## config.mk

```make
export PLATFORM = sky130hd
export DESIGN_NAME = life_sequencer
export DESIGN_NICKNAME = d
export VERILOG_FILES = /design/src/rtl/life_pkg.sv /design/src/rtl/life_tick_div.sv /design/src/rtl/life_sequencer.sv
export SDC_FILE = /design/constraint.sdc
export NUM_CORES = 1
export LEC_CHECK = 0
export BUFFER_PORTS_ARGS = -buffer_cell sky130_fd_sc_hd__buf_4
export CAP_MARGIN = 20
export CORE_MARGIN = 3
export CORE_UTILIZATION = 35
export CTS_BUF_LIST = sky130_fd_sc_hd__clkbuf_8
export DETAILED_ROUTE_END_ITERATION = 8
export PLACE_DENSITY = 0.68
export SYNTH_ARGS = -nofsm -noshare
export SYNTH_HDL_FRONTEND = slang
export SYNTH_SLANG_ARGS = --single-unit
```

## constraint.sdc

```tcl
create_clock -name clk -period 4.31 [get_ports clk]
set_input_delay 1.293 -clock clk [delete_from_list [all_inputs] [get_ports clk]]
set_output_delay 1.293 -clock clk [all_outputs]
set_load 0.03 [all_outputs]
```

## src/rtl/life_pkg.sv

```systemverilog
// Shared types for the 8x8 Game of Life generation controller.
package life_pkg;

  typedef logic [63:0] grid_t;

  typedef enum logic [1:0] {
    IDLE,
    RUN,
    HALT
  } seq_state_t;

  typedef enum logic [1:0] {
    NONE    = 2'b00,
    EXTINCT = 2'b01,
    STILL   = 2'b10,
    PERIOD2 = 2'b11
  } halt_cause_t;

endpackage

```

## src/rtl/life_tick_div.sv

```systemverilog
// Generation-rate divider: counts 0..div and flags the terminal count.
// A count above div (div lowered mid-run) wraps through 2^DIV_W back to 0.
module life_tick_div #(
  parameter int unsigned DIV_W = 8
) (
  input  logic             clk,
  input  logic             reset,
  input  logic             clear,
  input  logic [DIV_W-1:0] div,
  output logic             tick
);

  logic [DIV_W-1:0] count;

  assign tick = (count == div);

  // Divider counter: cleared when not free-running, restarts after each tick.
  always_ff @(posedge clk) begin
    if (reset || clear) begin
      count <= '0;
    end else if (tick) begin
      count <= '0;
    end else begin
      count <= count + 1'b1;
    end
  end

endmodule

```

## src/rtl/life_sequencer.sv

```systemverilog
// Generation controller for the 8x8 Game of Life engine.
// Owns the current grid, steps it from the external next-state datapath
// (free-running or single-step) and halts on extinction, still life and,
// when LIFE_PERIOD2_DETECT_EN is defined, period-2 oscillation.
module life_sequencer
  import life_pkg::*;
#(
  parameter int unsigned DIV_W = 8,
  parameter int unsigned GEN_W = 16
) (
  input  logic             clk,
  input  logic             reset,
  input  logic [63:0]      seed,
  input  logic             load,
  input  logic             run,
  input  logic             step,
  input  logic [DIV_W-1:0] div,
  input  logic [63:0]      next_grid,
  output logic [63:0]      grid,
  output logic [GEN_W-1:0] gen_count,
  output logic             update,
  output logic             halted,
  output logic [1:0]       halt_cause
);

  seq_state_t       state;
  seq_state_t       state_next;
  grid_t            grid_q;
  logic [GEN_W-1:0] gen_q;
  logic             update_q;
  halt_cause_t      cause_q;
  halt_cause_t      cause_next;

  logic             tick;
  logic             tick_clear;
  logic             do_eval;
  logic             commit;
  logic             halt_go;

`ifdef LIFE_PERIOD2_DETECT_EN
  grid_t            prev_q;
`endif

  life_tick_div #(
    .DIV_W(DIV_W)
  ) u_tick_div (
    .clk  (clk),
    .reset(reset),
    .clear(tick_clear),
    .div  (div),
    .tick (tick)
  );

  // Next state, divider control and evaluate decision (load > run > step).
  always_comb begin
    state_next = state;
    do_eval    = 1'b0;
    tick_clear = 1'b1;
    cause_next = NONE;
    halt_go    = 1'b0;
    commit     = 1'b0;

    if (load) begin
      state_next = IDLE;
    end else begin
      case (state)
        IDLE: begin
          if (run) begin
            state_next = RUN;
          end else if (step) begin
            do_eval = 1'b1;
          end
        end
        RUN: begin
          if (!run) begin
            state_next = IDLE;
          end else begin
            tick_clear = 1'b0;
            do_eval    = tick;
          end
        end
        HALT: begin
          state_next = HALT;
        end
        default: begin
          state_next = IDLE;
        end
      endcase
    end

    if (do_eval) begin
      if (grid_q == '0) begin
        halt_go    = 1'b1;
        cause_next = EXTINCT;
      end else if (next_grid == grid_q) begin
        halt_go    = 1'b1;
        cause_next = STILL;
`ifdef LIFE_PERIOD2_DETECT_EN
      end else if (next_grid == prev_q) begin
        halt_go    = 1'b1;
        cause_next = PERIOD2;
`endif
      end else begin
        commit = 1'b1;
      end
    end

    if (halt_go) begin
      state_next = HALT;
    end
  end

  // State register.
  always_ff @(posedge clk) begin
    if (reset) begin
      state <= IDLE;
    end else begin
      state <= state_next;
    end
  end

  // Grid, generation counter, update pulse and halt cause.
  always_ff @(posedge clk) begin
    if (reset) begin
      grid_q   <= '0;
      gen_q    <= '0;
      update_q <= 1'b0;
      cause_q  <= NONE;
    end else begin
      update_q <= 1'b0;
      if (load) begin
        grid_q  <= seed;
        gen_q   <= '0;
        cause_q <= NONE;
      end else if (commit) begin
        grid_q   <= next_grid;
        update_q <= 1'b1;
        if (gen_q != '1) begin
          gen_q <= gen_q + 1'b1;
        end
      end else if (halt_go) begin
        cause_q <= cause_next;
      end
    end
  end

`ifdef LIFE_PERIOD2_DETECT_EN
  // Previous generation, used only by the period-2 check.
  always_ff @(posedge clk) begin
    if (reset) begin
      prev_q <= '0;
    end else if (load) begin
      prev_q <= seed;
    end else if (commit) begin
      prev_q <= grid_q;
    end
  end
`endif

  assign grid       = grid_q;
  assign gen_count  = gen_q;
  assign update     = update_q;
  assign halted     = (state == HALT);
  assign halt_cause = cause_q;

endmodule
```

==> flow_summary.json, run 1 <==
{
  "outcome": "complete, no violations",
  "setup_viol_count_final": 0,
  "cpPeakStageDelay_ps": 430,
  "syn_nets": 759,
  "n_fill_cell": 1308,
  "min_period_ps": 3310,
  "worst_pin_slew_ps": 816,
  "p_leak_uw": 0.00276,
  "hold_class": "register to register",
  "cpMostUsedCell": "nand4_1",
  "path_delay_family": "simple AND/OR/NAND/NOR gates",
  "die_w_um": 124,
  "worstPathRequired_ps": 4610,
  "hold_viol_final": 0,
  "combPwrFrac_pct": 22.6,
  "worstSetupPathType": "input pin to register",
  "num_rows": 42,
  "route.detailed.drc": 0,
  "clockPowerShare_pct": 33.6,
  "grt_use_total_pct": 23.3,
  "grt_antenna_before_repair": 0,
  "synth_area_leaders": "dfxtp_1, xnor2_1, nand2_1, a31oi_1, nand3_1",
  "io_buffers": 224,
  "finClkSkew_ps": 7.10,
  "power.switching_uw": 645,
  "seq_area_frac_synth_pct": 38.2,
  "period_share_pct": 76.8,
  "clkSlewWorstSetupHoldPaths_ps": 90,
  "seqCellArea_mm2": 0.00186,
  "slew_headroom_pct": 45.1,
  "multi_input_area_mm2": 0.00281,
  "netlist_instances": 616,
  "ctsLongestPathBuffers": 2,
  "slew_violations": 0,
  "n_antenna_cell": 0,
  "yosys_warnings": 0,
  "via_per_inst": 5.36,
  "crit_buf_inv": 2,
  "ios": 225,
  "worstPathMaxFanout": 54,
  "drive_gt1_share_pct": 30.8,
  "intPower_uw": 1540,
  "synth_top_cell_by_area": "dfxtp_1",
  "rr_worst_depth": 9,
  "synth_top_area_share_pct": 38.2,
  "p_seq_share_pct": 43.8,
  "clkLatencyLatePin_ps": 370,
  "hold_buffers": 0,
  "root_buffer": "clkbuf_8",
  "wire_per_inst_um": 18.4,
  "synthArstFlopShare_pct": 0,
  "avgSynthCellArea_um2": 7.91,
  "clock.fmax_mhz": 302,
  "startpoint_type": "input pin",
  "post_cts_buffers": 0,
  "grt_pass1_wl_um": 27400,
  "syn_to_final_growth_pct": 42.2,
  "detail_route.wirelength_um": 18400,
  "gr-total-overflow": 0,
  "slowest_stage": "nor4_1",
  "dominantRegCellSynth": "dfxtp_1",
  "post-place-ws_ps": 611,
  "synthTopCellsByCount": "nand2_1, dfxtp_1, xnor2_1, nand3_1, a31oi_1",
  "fp.dieH_um": 124,
  "path_cells": "buf_4 > xnor2_1 > nand4_1 > nor4_1 > nand4_1 > a21oi_4 > buf_12 > nand2_1 > a31oi_1",
  "power_density_mw_per_mm2": 316,
  "post-synth-top-count-cell": "nand2_1",
  "cts_buffers": 9,
  "drv_cap": 0,
  "fp.coreArea_mm2": 0.0134,
  "synth_cell_types": 38,
  "peakVddDrop_uv": 196,
  "critical_path_arrival_ps": 3610,
  "synth_edf_count": 0,
  "clock_sinks": 93,
  "start_util_pct": 36.3,
  "fin_ws_ps": 1000,
  "die-area_mm2": 0.0154,
  "crit_path_end_kind": "register",
  "first_pass_iters": 5,
  "nNetsFinal": 961,
  "routed-via-count": 5349,
  "grt_pass1_vias": 4940,
  "netlist_area_mm2": 0.00487,
  "dp_hpwl_um": 13800,
  "cts_tree": "yes",
  "worstSetupPathDepth": 9,
  "rsz0062_at_grt": "no",
  "gp_routability_congestion": 0.829,
  "ant_nets": 0,
  "drt_iter0_drc": 413,
  "synth-seq-cells": 93,
  "grt_max_degree": 72,
  "min_path_cells": 2,
  "fin_setup_tns_ps": 0,
  "cts-resized-gates": 0,
  "utilization_pct": 51.7,
  "ctsHtreeMaxLevel": 3,
  "switching_share_pct": 29.5
}
[cells in the final DEF (no fill, tap or decap), types with 12 or more instances in the layout]
cell / count
dfxtp_1: 93
a21oi_1: 26
xnor2_1: 66
xor2_1: 12
nand3_1: 64
a31oi_1: 55
buf_4: 229
nor4_1: 21
inv_1: 12
nand4_1: 25
nand2_1: 122
[flip-flops by register name, indices dropped and copies added (netlist names)]
| signal | flops |
|---|---|
| grid | 64 |
| gen_count | 16 |
| halt_cause | 2 |
| u_tick_div.count | 8 |
| state | 2 |
| update | 1 |
[layout make-up]
type,count,area share [%]
Timing Repair Buffer,230,25.1
Clock buffer,11,2.19
Clock inverter,4,1.37
Tap cell,176,3.18
Inverter,12,0.650
Multi-Input combinational cell,472,40.6
Sequential cell,93,26.9
[layer usage]
metal | track usage, % | share of wire, %
met1 | 32.7 | 44
met2 | 35.0 | 45
met3 | 4.77 | 8.5
met4 | 9.10 | 2.4
met5 | 0 | 0
[worst register-to-register path: stages, from the launching register on]
cell,delay [ps]
dfxtp_1,360
nor4_1,620
nand4_1,240
nor4_1,730
nor4_4,70
buf_4,290
a21oi_4,220
buf_12,270
nand2_1,120
a31oi_1,180
[power by group through the flow]
stage               clock network, µW  registers [µW]  logic (µW)
finish                            735             957         494
global route                      784             965         527
CTS                               749             956         495
detailed placement                  0             976         493
global placement                    0             976         490
floorplan                           0            1040         174
[cell families after synthesis]
kind of cell	after synthesis	synth area share (%)
flip-flops	93	38.2
buffers and inverters	51	4.19
AND/OR/NAND/NOR	283	28.7
adder cells (fa/ha/maj)	2	0.514
AO/OA/AOI/OAI	109	14.3
XOR/XNOR	78	14.0
[metrics by stage]
| stage | cells | power (µW) | area (µm²) | hold slack [ps] |
|---|---|---|---|---|
| after floorplan | 616 | 1220 | 4870 | 447 |
| after global placement | 983 | 1470 | 6680 | 435 |
| after detailed placement | 983 | 1470 | 6680 | 437 |
| after CTS | 998 | 2200 | 6930 | 453 |
| after global routing | 998 | 2280 | 6930 | 465 |
| final | 998 | 2190 | 6930 | 452 |
[path summary, 6_finish.rpt]
check,startpoint,end,slack [ps]
worst max-delay path,next_grid[59],grid[22]$_SDFFE_PP0P_,1000
worst min-delay path,halt_cause[1]$_SDFFE_PP0P_,halt_cause[1]$_SDFFE_PP0P_,450
worst min register to register,halt_cause[1]$_SDFFE_PP0P_,halt_cause[1]$_SDFFE_PP0P_,450
worst max register to register,grid[30]$_SDFFE_PP0P_,grid[22]$_SDFFE_PP0P_,1140
No activity file was read; power rests on OpenSTA's default activity.
==> inputs of run 2 (changes only) <==
--- a/config.mk
+++ b/config.mk
@@ -11,7 +11,7 @@
 export CORE_UTILIZATION = 35
 export CTS_BUF_LIST = sky130_fd_sc_hd__clkbuf_8
 export DETAILED_ROUTE_END_ITERATION = 8
-export PLACE_DENSITY = 0.68
+export PLACE_DENSITY = 0.7
 export SYNTH_ARGS = -nofsm -noshare
 export SYNTH_HDL_FRONTEND = slang
 export SYNTH_SLANG_ARGS = --single-unit
==> constraint.sdc (replaced) <==
create_clock -name clk -period 2.85 [get_ports clk]
set_input_delay 0.855 -clock clk [delete_from_list [all_inputs] [get_ports clk]]
set_output_delay 0.855 -clock clk [all_outputs]
set_load 0.03 [all_outputs]
==> run 2 against run 1 <==
Cell area is 2.3% higher. Core utilization is 1.2 points higher. Non-clock buffer count is 26 higher. Sequential power is 52% higher. Clock power is 10% higher. Flip-flop and latch count stayed put. Combinational power is 59% higher. Routed wire length is 1.4% higher. First-iteration DRC count is 11% higher. Hold slack better by 4.4 ps. Count of clock-buffer cells in the layout stayed put. Total power is 39% higher. Largest power group unchanged.
==> flow_summary.json, run 2 (synthesis gave the netlist of run 1 again) <==
{
  "hold_buffers": 0,
  "syn_to_final_growth_pct": 45.4,
  "final_common_cell": "buf_4",
  "clkLatencyLatePin_ps": 370,
  "n_antenna_cell": 0,
  "clkSlewWorstSetupHoldPaths_ps": 90,
  "die-area_mm2": 0.0154,
  "via_per_inst": 5.32,
  "p_leak_uw": 0.00287,
  "nNetsFinal": 987,
  "drt_iter0_drc": 457,
  "route.detailed.drc": 0,
  "hold_class": "register to register",
  "ant_nets": 0,
  "ios": 225,
  "utilization_pct": 52.9,
  "drv_cap": 0,
  "finClkSkew_ps": 9.89,
  "cts_tree": "yes",
  "slew_headroom_pct": 47.4,
  "layout_common_cells": "buf_4, nand2_1, dfxtp_1, xnor2_1, nand3_1",
  "ctsHtreeMaxLevel": 3,
  "setup_viol_count_final": 0,
  "fp.dieH_um": 124,
  "wire_per_inst_um": 18.2,
  "worstPathMaxFanout": 31,
  "grt_max_degree": 68,
  "critical_path_arrival_ps": 3060,
  "dp.cells": 1009,
  "slew_violations": 0,
  "cts_buffers": 9,
  "first_pass_iters": 5,
  "grt_use_total_pct": 23.4,
  "clock.fmax_mhz": 362,
  "clock_sinks": 93,
  "grt_pass1_vias": 5127,
  "startpoint_type": "input pin",
  "grt_pass1_wl_um": 27500,
  "gr-total-overflow": 0,
  "rsz0062_at_grt": "no",
  "worstPathRequired_ps": 3150,
  "ctsLongestPathBuffers": 2,
  "grt_antenna_before_repair": 0,
  "root_buffer": "clkbuf_8",
  "peakVddDrop_uv": 236,
  "dp_hpwl_um": 14200,
  "routed-via-count": 5457,
  "post_cts_buffers": 0,
  "outcome": "complete, no violations",
  "min_period_ps": 2760,
  "die_w_um": 124,
  "hold_viol_final": 0,
  "crit_path_end_kind": "register",
  "finalNonFillerCells": 1025,
  "worstSetupPathType": "input pin to register",
  "fp.coreArea_mm2": 0.0134,
  "drive_gt1_share_pct": 32.5,
  "period_share_pct": 97.0,
  "largest_reg_flops": 64,
  "power_density_mw_per_mm2": 430,
  "num_rows": 42,
  "cts-resized-gates": 0,
  "io_buffers": 224,
  "gp_routability_congestion": 0.819,
  "worst_pin_slew_ps": 790,
  "detail_route.wirelength_um": 18700,
  "start_util_pct": 36.3
}
==> run 2: cell types whose count changed in the layout (fill, tap and decap cells not counted), sizes merged <==
cell and change:
inv +4, bufinv -3, buf +26
==> run 2: critical path, cell delays in order <==
cell,delay (ps)
buf_4,120
xnor2_1,400
nand4_1,220
nor4_1,360
nand4_1,230
buf_4,200
a21oi_4,200
buf_12,220
nand2_1,70
a31oi_1,170
==> run 2: metal layers <==
layer	vias up	global-route usage, %	wire length [µm]	share of wire [%]
met2	231	35.7	8390	45
li1	2666	-	-	-
met5	-	0	0	0
met1	2527	32.7	8330	45
met4	0	9.31	512	2.7
met3	33	4.18	1430	7.7
==> run 2: worst paths after layout <==
check                             start                          to  slack [ps]  depth (start not counted)
max                       next_grid[59]       grid[26]$_SDFFE_PP0P_          90                         10
min          halt_cause[1]$_SDFFE_PP0P_  halt_cause[1]$_SDFFE_PP0P_         460                          2
max reg2reg       grid[30]$_SDFFE_PP0P_       grid[26]$_SDFFE_PP0P_         270                         11
min reg2reg  halt_cause[1]$_SDFFE_PP0P_  halt_cause[1]$_SDFFE_PP0P_         460                          2
==> run 2: per-stage QoR <==
stage | total power (µW) | hold slack [ps] | setup slack [ps] | setup TNS [ps] | instance area, µm²
after floorplan | 1840 | 447 | 160 | 0 | 4870
after global placement | 2260 | 440 | -257 | -16070 | 6910
after detailed placement | 2260 | 449 | -236 | -14410 | 6910
after CTS | 3070 | 461 | 167 | 0 | 7080
after global routing | 3180 | 487 | 4.34 | 0 | 7080
final | 3050 | 456 | 86.1 | 0 | 7080
==> run 2: cell type report <==
cell class	count	area [µm²]
fill	1329	6320
multi-input combinational	472	2810
timing repair buffer	256	1970
sequential	93	1860
tap	176	220
clock buffer	11	151
inverter	12	45.0
clock inverter	5	20.0
==> run 2: power by group <==
group	internal (µW)	switching, µW
Clock	352	460
Sequential	1360	86.7
Combinational	377	408
Total	2090	955
==> inputs of run 3 (changes only) <==
--- a/config.mk
+++ b/config.mk
@@ -11,7 +11,8 @@
 export CORE_UTILIZATION = 35
 export CTS_BUF_LIST = sky130_fd_sc_hd__clkbuf_8
 export DETAILED_ROUTE_END_ITERATION = 8
-export PLACE_DENSITY = 0.7
+export PLACE_DENSITY = 0.76
+export RECOVER_POWER = 25
 export SYNTH_ARGS = -nofsm -noshare
 export SYNTH_HDL_FRONTEND = slang
 export SYNTH_SLANG_ARGS = --single-unit
==> run 3 against run 2 <==
Routed wire length shrank 1.8%. Clock skew barely moved. Cell count down 0.59%. Clock power rose by 2%. Core utilization decreased by 1.5 points. Combinational power shrank 4.2%. Non-clock buffer count decreased by 6. Global-route usage is 0.17 points lower. Largest cell class unchanged.
==> flow_summary.json, run 3 (synthesis gave the netlist of run 1 again) <==
{
  "worstPathRequired_ps": 3140,
  "largest_reg_flops": 64,
  "die_w_um": 124,
  "gp_routability_congestion": 0.876,
  "p_leak_uw": 0.00267,
  "gr-max-usage-layer": "met2",
  "root_buffer": "clkbuf_8",
  "grt_use_met1_pct": 32.6,
  "clkLatencyLatePin_ps": 380,
  "period_share_pct": 95.0,
  "clock_sinks": 93,
  "hold_buffers": 0,
  "cts_buffers": 9,
  "fin_setup_tns_ps": 0,
  "syn_to_final_growth_pct": 41.4,
  "layout_common_cells": "buf_4, nand2_1, dfxtp_1, xnor2_1, nand3_1",
  "cts_tree": "yes",
  "num_rows": 42,
  "n_antenna_cell": 0,
  "io_buffers": 224,
  "wire_per_inst_um": 18.0,
  "die-area_mm2": 0.0154,
  "n_fill_cell": 1357,
  "fp.dieH_um": 124,
  "detail_route.wirelength_um": 18300,
  "ios": 225,
  "rsz0062_at_grt": "no",
  "nNetsFinal": 981,
  "grt_pass1_vias": 5125,
  "power_density_mw_per_mm2": 439,
  "finClkSkew_ps": 10.2,
  "min_period_ps": 2710,
  "grtUsageMet2_pct": 35.3,
  "drt_iter0_drc": 477,
  "dpl-instance-area_mm2": 0.00684,
  "outcome": "complete, no violations",
  "slew_headroom_pct": 34.4,
  "fin_ws_ps": 143,
  "dp.cells": 1003,
  "slew_violations": 0,
  "fin_area_mm2": 0.00689,
  "utilization_pct": 51.4,
  "via_per_inst": 5.35,
  "final_common_cell": "buf_4",
  "routed-via-count": 5449,
  "grt_use_total_pct": 23.2,
  "grt_max_degree": 68,
  "ctsLongestPathBuffers": 2,
  "grt_antenna_before_repair": 0,
  "drv_cap": 0,
  "critical_path_arrival_ps": 3000,
  "ctsHtreeMaxLevel": 3,
  "worst_pin_slew_ps": 984,
  "clock.fmax_mhz": 369,
  "drive_gt1_share_pct": 27.9,
  "worstPathMaxFanout": 16,
  "start_util_pct": 36.3,
  "route.detailed.drc": 0,
  "dp_hpwl_um": 14000,
  "gr-total-overflow": 0,
  "hold_viol_final": 0,
  "ant_nets": 0,
  "worstSetupPathType": "register to register",
  "setup_viol_count_final": 0,
  "hold_class": "register to register",
  "grt_pass1_wl_um": 27500,
  "met3_usage_pct": 4.18,
  "finalNonFillerCells": 1019,
  "startpoint_type": "register",
  "first_pass_iters": 6,
  "post-place-ws_ps": -201,
  "peakVddDrop_uv": 196,
  "crit_path_end_kind": "register",
  "clkSlewWorstSetupHoldPaths_ps": 90,
  "fp.coreArea_mm2": 0.0134
}
==> run 3: power breakdown <==
part	switching (µW)	internal [µW]
registers	86.6	1360
clock network	468	357
logic	404	348
total	959	2070
==> run 3: worst max-delay path, cell delays in order (launching register included) <==
cell and delay, ps:
dfxtp_1 360, nor4_1 520, nand4_1 170, nor4_1 370
buf_4 200, nor4_4 40, buf_4 220, a21oi_4 250
buf_4 240, nand2_1 70, a31oi_1 190
==> run 3: repair_timing <==
action	4_1_cts	5_1_grt
setup buffers	0	0
resized for setup	0	2
endpoints found under the setup margin	0	9
==> run 3: per-layer routing <==
metal,part of all wire (%),routed length (µm),vias up
li1,-,-,2652
met4,2.7,488,0
met1,44,8130,2532
met2,45,8330,233
met3,7.5,1380,32
met5,0,0,-
==> run 3: layout make-up <==
cell class                 instances  area, µm²  share of cell area (%)
multi-input combinational        472       2820                    40.9
sequential                        93       1860                    27.0
timing repair buffer             250       1760                    25.6
tap                              176        220                    3.20
clock buffer                      11        151                    2.20
inverter                          12       45.0                   0.654
clock inverter                     5       26.3                   0.382
==> run 3: final timing paths <==
path,startpoint,end,slack (ps),cells after the start
worst max-delay path,grid[17]$_SDFFE_PP0P_,grid[63]$_SDFFE_PP0P_,140,10
worst min-delay path,halt_cause[1]$_SDFFE_PP0P_,halt_cause[1]$_SDFFE_PP0P_,450,2
worst min register to register,halt_cause[1]$_SDFFE_PP0P_,halt_cause[1]$_SDFFE_PP0P_,450,2
worst max register to register,grid[17]$_SDFFE_PP0P_,grid[63]$_SDFFE_PP0P_,140,10
==> run 3: stage by stage <==
step	power, µW	hold WS, ps
2_1_floorplan	1840	447
3_3_place_gp	2240	439
3_5_place_dp	2250	445
4_1_cts	3080	458
5_1_grt	3170	486
6_report	3030	452
